--- config.mk ---
export PLATFORM = sky130hd
export DESIGN_NAME = btn_input_conditioner
export DESIGN_NICKNAME = d
export VERILOG_FILES = /design/src/rtl/btn_input_conditioner.sv
export SDC_FILE = /design/constraint.sdc
export NUM_CORES = 1
export LEC_CHECK = 0
export CORE_AREA = 2 2 335 171
export DETAILED_ROUTE_END_ITERATION = 10
export DIE_AREA = 0 0 337 173
export SETUP_SLACK_MARGIN = 0.15
export SLEW_MARGIN = 20
export SYNTH_ARGS = -nofsm -noshare
export SYNTH_HDL_FRONTEND = slang
export SYNTH_SLANG_ARGS = --single-unit
--- constraint.sdc ---
create_clock -name clk -period 3 [get_ports clk]
set_clock_uncertainty 0.2 [all_clocks]
set_input_delay 0.3 -clock clk [delete_from_list [all_inputs] [get_ports clk]]
set_output_delay 0.3 -clock clk [all_outputs]
set_load 0.01 [all_outputs]
--- src/rtl/btn_input_conditioner.sv ---
// -----------------------------------------------------------------------------
// btn_input_conditioner
//
// Input conditioning for the boot-select sequencer. It synchronises the raw
// active-low buttons and the VBUS-detect pin, debounces every channel, derives
// one-cycle press/release events and long-press levels, and raises `valid`
// once the startup sampling window has elapsed.
//
// Ports
//   clk          in   system clock
//   reset        in   synchronous, active-high reset
//   btn          in   [N_BTN] raw buttons, active-low, asynchronous
//   usb_vdet     in   raw VBUS detect, active-high, asynchronous
//   btn_stable   out  [N_BTN] debounced level, 1 = pressed
//   btn_press    out  [N_BTN] one-cycle pulse on a stable 0->1 transition
//   btn_release  out  [N_BTN] one-cycle pulse on a stable 1->0 transition
//   btn_long     out  [N_BTN] level, set after LONGPRESS_CYCLES of stable hold
//   vdet_stable  out  debounced usb_vdet
//   valid        out  high once the startup window has completed
// -----------------------------------------------------------------------------
module btn_input_conditioner #(
  parameter int N_BTN            = 8,
  parameter int DEBOUNCE_CYCLES  = 16000,
  parameter int LONGPRESS_CYCLES = 8000000
) (
  input  logic             clk,
  input  logic             reset,
  input  logic [N_BTN-1:0] btn,
  input  logic             usb_vdet,
  output logic [N_BTN-1:0] btn_stable,
  output logic [N_BTN-1:0] btn_press,
  output logic [N_BTN-1:0] btn_release,
  output logic [N_BTN-1:0] btn_long,
  output logic             vdet_stable,
  output logic             valid
);

  // Channel N_BTN is VBUS detect; channels 0..N_BTN-1 are the buttons.
  localparam int N_CH = N_BTN + 1;
  localparam int DB_W = $clog2(DEBOUNCE_CYCLES);
  localparam int LP_W = $clog2(LONGPRESS_CYCLES);
  localparam int SU_W = $clog2(DEBOUNCE_CYCLES + 3);

  localparam logic [DB_W-1:0] DB_LAST = DB_W'(DEBOUNCE_CYCLES - 1);
  localparam logic [LP_W-1:0] LP_LAST = LP_W'(LONGPRESS_CYCLES - 1);
  // Long enough for an input held through reset to clear the synchroniser
  // and a full debounce window before the sequencer looks at it.
  localparam logic [SU_W-1:0] SU_LAST = SU_W'(DEBOUNCE_CYCLES + 2);

  // Synchronisers
  logic [N_BTN-1:0] btn_meta_q, btn_sync_q;
  logic             vdet_meta_q, vdet_sync_q;

  // Debounce
  logic [N_CH-1:0]  ch_in;
  logic [DB_W-1:0]  db_cnt_q [N_CH];
  logic [DB_W-1:0]  db_cnt_d [N_CH];
  logic [N_CH-1:0]  stable_q, stable_d;

  // Events and long press
  logic [N_BTN-1:0] press_q, press_d;
  logic [N_BTN-1:0] release_q, release_d;
  logic [N_BTN-1:0] long_q, long_d;
  logic [LP_W-1:0]  hold_cnt_q [N_BTN];
  logic [LP_W-1:0]  hold_cnt_d [N_BTN];

  // Startup window
  logic [SU_W-1:0]  su_cnt_q, su_cnt_d;
  logic             valid_q, valid_d;

  // Synchroniser flops reset to "released / no VBUS" so nothing looks
  // pressed until real samples have propagated through.
  always_ff @(posedge clk) begin
    // NOTE: sequential state uses non-blocking assignments so every flop
    // samples the pre-edge value of every other flop.
    if (reset) begin
      btn_meta_q  <= '1;
      btn_sync_q  <= '1;
      vdet_meta_q <= 1'b0;
      vdet_sync_q <= 1'b0;
    end else begin
      btn_meta_q  <= btn;
      btn_sync_q  <= btn_meta_q;
      vdet_meta_q <= usb_vdet;
      vdet_sync_q <= vdet_meta_q;
    end
  end

  // Buttons are inverted here so everything downstream is active-high.
  assign ch_in = {vdet_sync_q, ~btn_sync_q};

  // Debounce: the stable value flips only after DEBOUNCE_CYCLES consecutive
  // disagreeing samples; a single agreeing sample restarts the window.
  always_comb begin
    // NOTE: every combinational output gets a default first so no path
    // leaves it unassigned, which would infer a latch.
    stable_d = stable_q;
    for (int i = 0; i < N_CH; i++) begin
      db_cnt_d[i] = '0;
      if (ch_in[i] != stable_q[i]) begin
        if (db_cnt_q[i] == DB_LAST) begin
          stable_d[i] = ch_in[i];
        end else begin
          db_cnt_d[i] = db_cnt_q[i] + DB_W'(1);
        end
      end
    end
  end

  // Events are registered off the same edge that updates the stable level,
  // so a pulse coincides with the first cycle the new level is visible.
  always_comb begin
    press_d   = '0;
    release_d = '0;
    if (valid_q) begin
      press_d   = stable_d[N_BTN-1:0] & ~stable_q[N_BTN-1:0];
      release_d = ~stable_d[N_BTN-1:0] & stable_q[N_BTN-1:0];
    end
  end

  // Long press: the hold counter only advances once the button is already
  // stably pressed, and is cleared on the very edge the stable level falls so
  // btn_long drops together with btn_stable.
  always_comb begin
    for (int i = 0; i < N_BTN; i++) begin
      hold_cnt_d[i] = hold_cnt_q[i];
      long_d[i]     = long_q[i];
      if (!stable_d[i]) begin
        hold_cnt_d[i] = '0;
        long_d[i]     = 1'b0;
      end else if (stable_q[i]) begin
        if (hold_cnt_q[i] == LP_LAST) begin
          long_d[i] = 1'b1;
        end else begin
          hold_cnt_d[i] = hold_cnt_q[i] + LP_W'(1);
        end
      end
    end
  end

  // Startup: count edges since reset, latch valid, then freeze the counter.
  always_comb begin
    su_cnt_d = su_cnt_q;
    valid_d  = valid_q;
    if (!valid_q) begin
      if (su_cnt_q == SU_LAST) begin
        valid_d = 1'b1;
      end else begin
        su_cnt_d = su_cnt_q + SU_W'(1);
      end
    end
  end

  always_ff @(posedge clk) begin
    if (reset) begin
      // NOTE: the per-channel counter arrays are reset explicitly; they are
      // tiny flop arrays, not RAM, and the startup window relies on them
      // starting from zero.
      db_cnt_q   <= '{default: '0};
      hold_cnt_q <= '{default: '0};
      stable_q   <= '0;
      press_q    <= '0;
      release_q  <= '0;
      long_q     <= '0;
      su_cnt_q   <= '0;
      valid_q    <= 1'b0;
    end else begin
      db_cnt_q   <= db_cnt_d;
      hold_cnt_q <= hold_cnt_d;
      stable_q   <= stable_d;
      press_q    <= press_d;
      release_q  <= release_d;
      long_q     <= long_d;
      su_cnt_q   <= su_cnt_d;
      valid_q    <= valid_d;
    end
  end

  assign btn_stable  = stable_q[N_BTN-1:0];
  assign vdet_stable = stable_q[N_BTN];
  assign btn_press   = press_q;
  assign btn_release = release_q;
  assign btn_long    = long_q;
  assign valid       = valid_q;

endmodule

Yosys cells after proc, flatten, opt, wreduce, memory -nomap -nowiden
Index checks and enable logic that the tools add are counted.
Widths: inputs -> output; s select.
{"block": "classes", "bitwise": 32, "n_mux": 18, "n_eq_ne": 27, "n_addsub": 18, "n_reduce_logical": 36}
{"cell": "$add 23x1->23 const B", "count": 8}
{"cell": "$eq 23x23->1 const B", "count": 8}
{"cell": "$add 14x1->14 const B", "count": 10}
{"cell": "$eq 14x14->1 const B", "count": 10}
{"cell": "$reduce_and 2->1", "count": 18}
{"cell": "$not 1->1", "count": 27}
{"cell": "$reduce_or 3->1", "count": 9}
{"cell": "$not 8->8", "count": 3}
{"cell": "$mux 1", "count": 18}
{"cell": "$reduce_or 2->1", "count": 9}
{"cell": "$and 8x8->8", "count": 2}
{"cell": "$ne 1x1->1", "count": 9}
{"block": "word_totals", "regBits": 376, "in_bits": 11, "output_inout_bits": 34, "word_cells": 166}

Depth between registers and ports, before layout
Gate-level depths: netlist (run 1).
{"block": "logic_depth", "word_depth": 5, "ltp_mapped": 8, "depth_no_buf": 6}

Worst setup path before layout (run 1)
Ideal clock, no wire load.
{"block": "synth_timing", "kind": "reg2reg", "start": "register hold_cnt_q[0] (netlist name)", "end": "register hold_cnt_q[11] (netlist name)", "n_path_buf": 2, "required_ns": 2.730, "arrival_ns": 1.885, "path_stages_with_launch": 9, "period_less_slack_ns": 2.155, "slack_ns": 0.845, "setup_time_ns": 0.070, "path_cell_list": "dfxtp_1 ha_1 and2_1 and4_1 buf_2 a21o_1 buf_6 or4_1 a21oi_1"}
{"block": "synth_via", "elab_chain_cells": 3, "word_cells_on_any_way": 4, "classes_between": "1 x add/sub; 1 x eq/ne; 1 x bitwise; 1 x reduce/logical"}
{"element": "start: declaration", "line": "64", "rtl": "logic [LP_W-1:0] hold_cnt_q [N_BTN];"}
{"element": "start signal: assignment", "line": "169", "rtl": "hold_cnt_q <= hold_cnt_d;"}
{"element": "parallel branches: the longest is 3 deep, another holds $add 23x1->23"}
Several ways; the timed one is not identified.
A chain may end at the register's enable or synchronous reset.

Worst setup path after layout (run 1)
{"block": "layout_timing", "start": "register db_cnt_q[14] (netlist name)", "end": "register hold_cnt_q[16] (netlist name)"}
{"block": "layout_via", "elab_chain_cells": 5}
{"element": "start: declaration", "line": "56", "rtl": "logic [DB_W-1:0] db_cnt_q [N_CH];"}
{"element": "start signal: assignment", "line": "168", "rtl": "db_cnt_q <= db_cnt_d;"}
{"element": "$eq 14x14->1", "line": "101", "rtl": "if (db_cnt_q[i] == DB_LAST) begin"}
{"element": "$mux 1", "line": "101"}
{"element": "$mux 1", "line": "100", "rtl": "if (ch_in[i] != stable_q[i]) begin"}
{"element": "$not 1->1 (no source line)"}
{"element": "$reduce_or 2->1 (no source line)"}
Every way passes these cells.

==> results of run 1 <==
-- area by class of cell --
| class | instances | area [sq um] |
|---|---|---|
| Sequential cell | 376 | 7530 |
| Multi-Input combinational cell | 1404 | 8470 |
| Clock buffer | 46 | 1030 |
| Fill cell | 5642 | 36200 |
| Tap cell | 756 | 946 |
| Inverter | 48 | 180 |
| Clock inverter | 20 | 239 |
| Timing Repair Buffer | 65 | 608 |
-- cells in the mapped netlist, types with 22 or more instances --
library cell	number	area [sq um]
dfxtp_1	376	7530
o21ai_0	44	220
and3_1	46	288
nand2_1	110	413
nor2_1	318	1190
xnor2_1	102	893
nand4_1	79	494
nand3_1	109	546
nor3_1	55	275
a21oi_1	79	395
clkbuf_1	27	101
or2_2	33	206
and2_1	22	138
or4_1	23	173
xor2_1	129	1130
nor4_1	25	156
or3_1	39	244
inv_1	47	176
and4_1	26	228
-- layer usage --
| metal | part of all wire | track usage |
|---|---|---|
| met1 | 0.50 | 0.146 |
| met2 | 0.45 | 0.181 |
| met3 | 0.035 | 0.0220 |
| met4 | 0.018 | 0.0309 |
| met5 | 0 | 0 |
-- cells by family (layout without fill, tap and decap cells) --
| logic type | count (synthesis) | after routing | share of synthesized area |
|---|---|---|---|
| buf+inv | 102 | 179 | 0.0284 |
| flops | 376 | 376 | 0.457 |
| simple gates | 951 | 951 | 0.300 |
| compound gates | 188 | 188 | 0.0678 |
| fa+ha+maj | 19 | 19 | 0.0144 |
| xor+xnor | 231 | 231 | 0.123 |
| mux | 15 | 15 | 0.00912 |
-- report_power, final --
group          leakage [uW]  total, uW  switching [uW]  internal [uW]
sequential          0.00303       5020            13.4           5010
combinational       0.00214       74.1            39.3           34.8
clock              0.000633       4870            1980           2890
-- sequential cells by signal (all words and copies together), names as in the netlist --
name         cells
hold_cnt_q     184
db_cnt_q       126
su_cnt_q        14
stable_q         9
btn_long         8
btn_meta_q       8
btn_press        8
btn_release      8
btn_sync_q       8
valid            1
vdet_meta_q      1
vdet_sync_q      1
-- worst min-delay path by stage --
| stage | start | end | cells after the start |
|---|---|---|---|
| finish | usb_vdet | vdet_meta_q | 2 |
| detailed placement | btn_meta_q[7] | btn_sync_q[7] | 1 |
| global route | usb_vdet | vdet_meta_q | 2 |
| global placement | btn_meta_q[7] | btn_sync_q[7] | 1 |
| floorplan | btn_meta_q[0] | btn_sync_q[0] | 1 |
| CTS | usb_vdet | vdet_meta_q | 2 |
-- timing repair --
item                      CTS  global route
hold buffers                1             0
hold endpoints to repair    3             0
buffers inserted            0             0
-- placed cells by master, fill, tap and decap left out, types with 11 or more instances in the layout --
cell type          n
dfxtp_1          376
nor2_1           318
xor2_1           129
nand2_1          110
nand3_1          109
xnor2_1          102
nand4_1           79
a21oi_1           79
nor3_1            55
inv_1             47
and3_1            46
o21ai_0           44
clkdlybuf4s50_1   43
or3_1             39
clkbuf_16         39
or2_2             33
and4_1            26
nor4_1            25
or4_1             23
and2_1            22
ha_1              19
buf_4             19
o31ai_1           18
mux2i_1           15
nand2b_1          11
nor4b_1           11
clkinv_2          11
-- stage by stage --
stage / hold WS [ns] / cell area [sq um]
finish: 0.118 / 19000
global route: 0.0845 / 19000
CTS: 0.0793 / 19000
detailed placement: 0.194 / 17700
global placement: 0.197 / 17700
floorplan: 0.189 / 16500
==> run_results.csv, run 1 <==
group,metric,value,unit
timing,fin_ws,0.549,ns
route,firstDrtPassIters,5,
global_route,antenna_found_initial,0,
power,worst_ir_drop_vdd,349,uV
power,p_per_area,525,nW/um^2
floorplan,io-pin-count,45,
route,wl_per_cell,11.8,microns
floorplan,start_util,0.298,
critical_path,reg2reg_from,"db_cnt_q[14]",
critical_path,crit_path_start_kind,"register",
clock_tree,cts.path.max_buffers,3,
synthesis,ys.flop_type,"dfxtp_1",
global_route,grt_pass1_vias,11900,
critical_path,crit_cells,7,
timing,worst_pin_slew,0.873,ns
placed_design,gp_congestion,0.797,
route,wl,32000,microns
critical_path,path_cells,"ha_1 > nand4_1 > or4_1 > mux2i_1 > nand2b_1 > buf_4 > nor2_1",
critical_path,crit_type,"reg2reg",
route,remaining_drc_errors,0,
critical_path,startpoint,"db_cnt_q[14]",
placed_design,hpwl,21500,microns
critical_path,cp-end-kind,"register",
synthesis,syn_inst,1882,
synthesis,syn_area_per_cell,8.74,sq um
critical_path,crit_path_max_fanout,16,
global_route,overflow,0,
synthesis,syn_area,16500,sq um
timing,rsz0062_at_grt,"no",
synthesis,synth.distinct_cells,65,
synthesis,synth-seq-cells,376,
clock_tree,numClockSinks,376,
run_status,outcome,"completed",
floorplan,row_count,61,
clock_tree,clkSlewWorstSetupHoldPaths,0.06,ns
clock_tree,cts_tree,"done",
placed_design,place_inst,2648,
floorplan,core,55200,sq um
critical_path,worstReg2RegEnd,"hold_cnt_q[16]",
floorplan,die_h,173,microns
synthesis,synth_edf_count,0,
placed_design,place_ws,0.535,ns
timing,fin_crit_sh,0.817,
job,maxCapViolations,0,
critical_path,slowest_delay,0.59,ns
timing,setup_violations,0,
floorplan,die-area,58300,sq um
global_route,grt_max_degree,36,
power,leakage,0.00581,uW
route,via_count,12600,
hold_path,hold_class,"in2reg",
synthesis,yosysWarnings,0,
final_layout,syn_to_final_growth,15.5,%
clock_tree,cts_buffers,38,
critical_path,crit_buf_inv,1,
placed_design,io_buffer_count,44,
critical_path,crit_arrival,2.67,ns
final_layout,nets,1963,
timing,max_freq,408,MHz
clock_tree,cts_resized,0,
critical_path,cp-endpoint,"hold_cnt_q[16]",
route,drt-initial-drc-count,622,
critical_path,crit_required,3.22,ns
final_layout,finalCoreUtilization,0.344,
timing,min_period,2.45,ns
critical_path,slowest_stage,"or4_1",
global_route,track_usage,0.110,
final_layout,stdcell_count,2715,
global_route,grt_pass1_wl,55700,microns
route,avgViaCountPerCell,4.66,
power,p_total,9970,uW
clock_tree,clk_latency,0.54,ns
timing,timing.slew.headroom,0.412,
clock_tree,htreeDepth,2,
route,antenna_left,0,
synthesis,synth-async-reset-ratio,0,
synthesis,syn-num-nets,1912,
final_layout,antennaDiodeCount,0,
clock_tree,cts-root-buf,"clkbuf_16",
floorplan,fp.dieW,337,microns
synthesis,synth_seq_area_share,0.457,
timing,slew_violations,0,
timing,tns,0,ns
critical_path,reg2regPathDepth,7,
final_layout,layout-drive-gt1-share,0.0725,
critical_path,cp_top_family,"simple AND/OR/NAND/NOR gates",
critical_path,r2r_slack,0.55,ns
timing,hold_viol,0,
Power figures use the tool's default switching activity.
==> inputs of run 2 (changes only) <==
==> constraint.sdc (replaced) <==
create_clock -name clk -period 2.4 [get_ports clk]
set_clock_uncertainty 0.2 [all_clocks]
set_input_delay 0.24 -clock clk [delete_from_list [all_inputs] [get_ports clk]]
set_output_delay 0.24 -clock clk [all_outputs]
set_load 0.01 [all_outputs]
==> run_results.csv, run 2 (synthesis results as in run 1) <==
group,metric,value,unit
run_status,outcome,"completed",
clock_tree,clkSlewWorstSetupHoldPaths,0.06,ns
critical_path,path_cells,"buf_4 > clkdlybuf4s50_1",
critical_path,crit_path_start_kind,"register",
hold_path,hold_depth,2,
power,p_clk_frac,0.505,
route,route.top_layer_used,"met4",
route,wl,32200,microns
critical_path,crit_path_max_fanout,8,
clock_tree,htreeDepth,2,
route,drt-met1-wl,15900,microns
clock_tree,cts.path.max_buffers,3,
power,internal_power,10200,uW
critical_path,cp_top_family,"buffers and inverters",
timing,max_freq,458,MHz
global_route,track_usage,0.109,
final_layout,regMostFlops,"hold_cnt_q",
route,firstDrtPassIters,4,
power,leakage,0.00608,uW
critical_path,r2r_slack,0.22,ns
placed_design,gp_congestion,0.783,
clock_tree,clk_latency,0.54,ns
hold_path,min-delay-start,"usb_vdet",
placed_design,hpwl,21700,microns
critical_path,cp-end-kind,"output pin",
job,maxCapViolations,0,
final_layout,final_common_cell,"dfxtp_1",
timing,fin_ws,0.216,ns
placed_design,io_buffer_count,44,
placed_design,place_ws,0.139,ns
floorplan,core,55200,sq um
final_layout,final_cell_mix,"dfxtp_1, nor2_1, xor2_1",
critical_path,crit_buf_inv,2,
global_route,grt_pass1_vias,11900,
clock_tree,numClockSinks,376,
timing,setup_violations,0,
global_route,antenna_found_initial,0,
critical_path,crit_required,1.96,ns
route,dr_wl_met2,14800,microns
critical_path,slowest_stage,"clkdlybuf4s50_1",
timing,tns,0,ns
timing,min_period,2.18,ns
clock_tree,cts-root-buf,"clkbuf_16",
timing,timing.slew.headroom,0.536,
power,power_frac_comb,0.007,
critical_path,crit_type,"reg2out",
power,p_switching,2620,uW
route,via_count,12800,
timing,slew_violations,0,
floorplan,io-pin-count,45,
power,worst_ir_drop_vdd,412,uV
critical_path,reg2regPathDepth,8,
final_layout,layout-drive-gt1-share,0.102,
timing,hold_viol,0,
floorplan,die-area,58300,sq um
power,p_seq_frac,0.488,
hold_path,hold_path_end,"vdet_meta_q",
final_layout,nFillCells,5559,
timing,fin_crit_sh,0.910,
power,p_total,12900,uW
route,wl_per_cell,11.7,microns
critical_path,slowest_delay,0.58,ns
floorplan,die_h,173,microns
critical_path,worstReg2RegEnd,"hold_cnt_q[59]",
final_layout,reg.largest.list,"hold_cnt_q: 184 flops, db_cnt_q: 126 flops, su_cnt_q: 14 flops",
clock_tree,cts_tree,"done",
global_route,grt_max_degree,29,
timing,hold_ws,0.0647,ns
floorplan,row_count,61,
timing,worst_pin_slew,0.694,ns
route,drt-initial-drc-count,658,
route,avgViaCountPerCell,4.64,
timing,rsz0062_at_grt,"yes",
floorplan,start_util,0.298,
power,p_per_area,659,nW/um^2
final_layout,syn_to_final_growth,18.6,%
final_layout,nets,1997,
critical_path,reg2reg_from,"hold_cnt_q[46]",
critical_path,crit_arrival,1.74,ns
route,remaining_drc_errors,0,
global_route,grt_pass1_wl,55300,microns
power,swShare,0.204,
route,wl_met3,1010,microns
final_layout,largest_reg_flops,184,
clock_tree,cts_buffers,40,
global_route,overflow,0,
critical_path,crit_cells,2,
final_layout,antennaDiodeCount,0,
floorplan,fp.dieW,337,microns
hold_path,hold_class,"in2reg",
route,antenna_left,0,
[run 2: cell count changes in the layout (fill, tap and decap cells not counted), moves of 4 or more]
cell / previous run / this run
buf_4: 19 / 45
dfxtp_1: 376 / 370
dfxtp_2: 0 / 6
ha_1: 19 / 15
ha_2: 0 / 4
[run 2: how the worst max path moves through the flow]
stage               startpoint              end
2_1_floorplan    hold_cnt_q[0]   hold_cnt_q[11]
5_1_grt           db_cnt_q[77]  hold_cnt_q[100]
4_1_cts        hold_cnt_q[138]  hold_cnt_q[139]
6_report           stable_q[5]    btn_stable[5]
3_3_place_gp   hold_cnt_q[138]  hold_cnt_q[144]
3_5_place_dp    hold_cnt_q[52]   hold_cnt_q[47]
[run 2: repair_timing]
| item | 4_1_cts | 5_1_grt |
|---|---|---|
| pin swaps | 0 | 8 |
| hold buffers | 1 | 0 |
| hold endpoints to repair | 6 | 0 |
| resized for setup | 2 | 34 |
| setup buffers | 0 | 7 |
| endpoints found under the setup margin | 3 | 140 |
| cloned | 0 | 1 |
[run 2: routing by layer]
| layer | global-route usage | up-vias |
|---|---|---|
| met5 | 0 | - |
| met3 | 0.0209 | 49 |
| met1 | 0.142 | 5882 |
| met4 | 0.0316 | 0 |
| li1 | - | 6722 |
| met2 | 0.183 | 111 |
[run 2: cell type report]
cell class | instances | area, sq um | area share
multi-input combinational | 1405 | 8600 | 0.440
sequential | 376 | 7530 | 0.386
clock buffer | 51 | 1110 | 0.0570
tap | 756 | 946 | 0.0485
timing repair buffer | 96 | 877 | 0.0449
clock inverter | 21 | 273 | 0.0140
inverter | 48 | 180 | 0.00923
[run 2: per-stage QoR]
step / cells / instance area (sq um) / util
after detailed placement: 2672 / 17900 / 0.325
final: 2753 / 19500 / 0.354
after floorplan: 1882 / 16500 / -
after global placement: 2672 / 17900 / 0.325
after global routing: 2753 / 19500 / 0.354
after CTS: 2745 / 19300 / 0.350
[run 2: power by group through the flow]
stage | registers, uW | logic (uW) | clock network (uW)
5_1_grt | 6280 | 106 | 6950
3_3_place_gp | 6420 | 94.1 | 0
3_5_place_dp | 6420 | 94.9 | 0
4_1_cts | 6280 | 96.7 | 6670
6_report | 6280 | 93.4 | 6490
2_1_floorplan | 6410 | 56.9 | 0
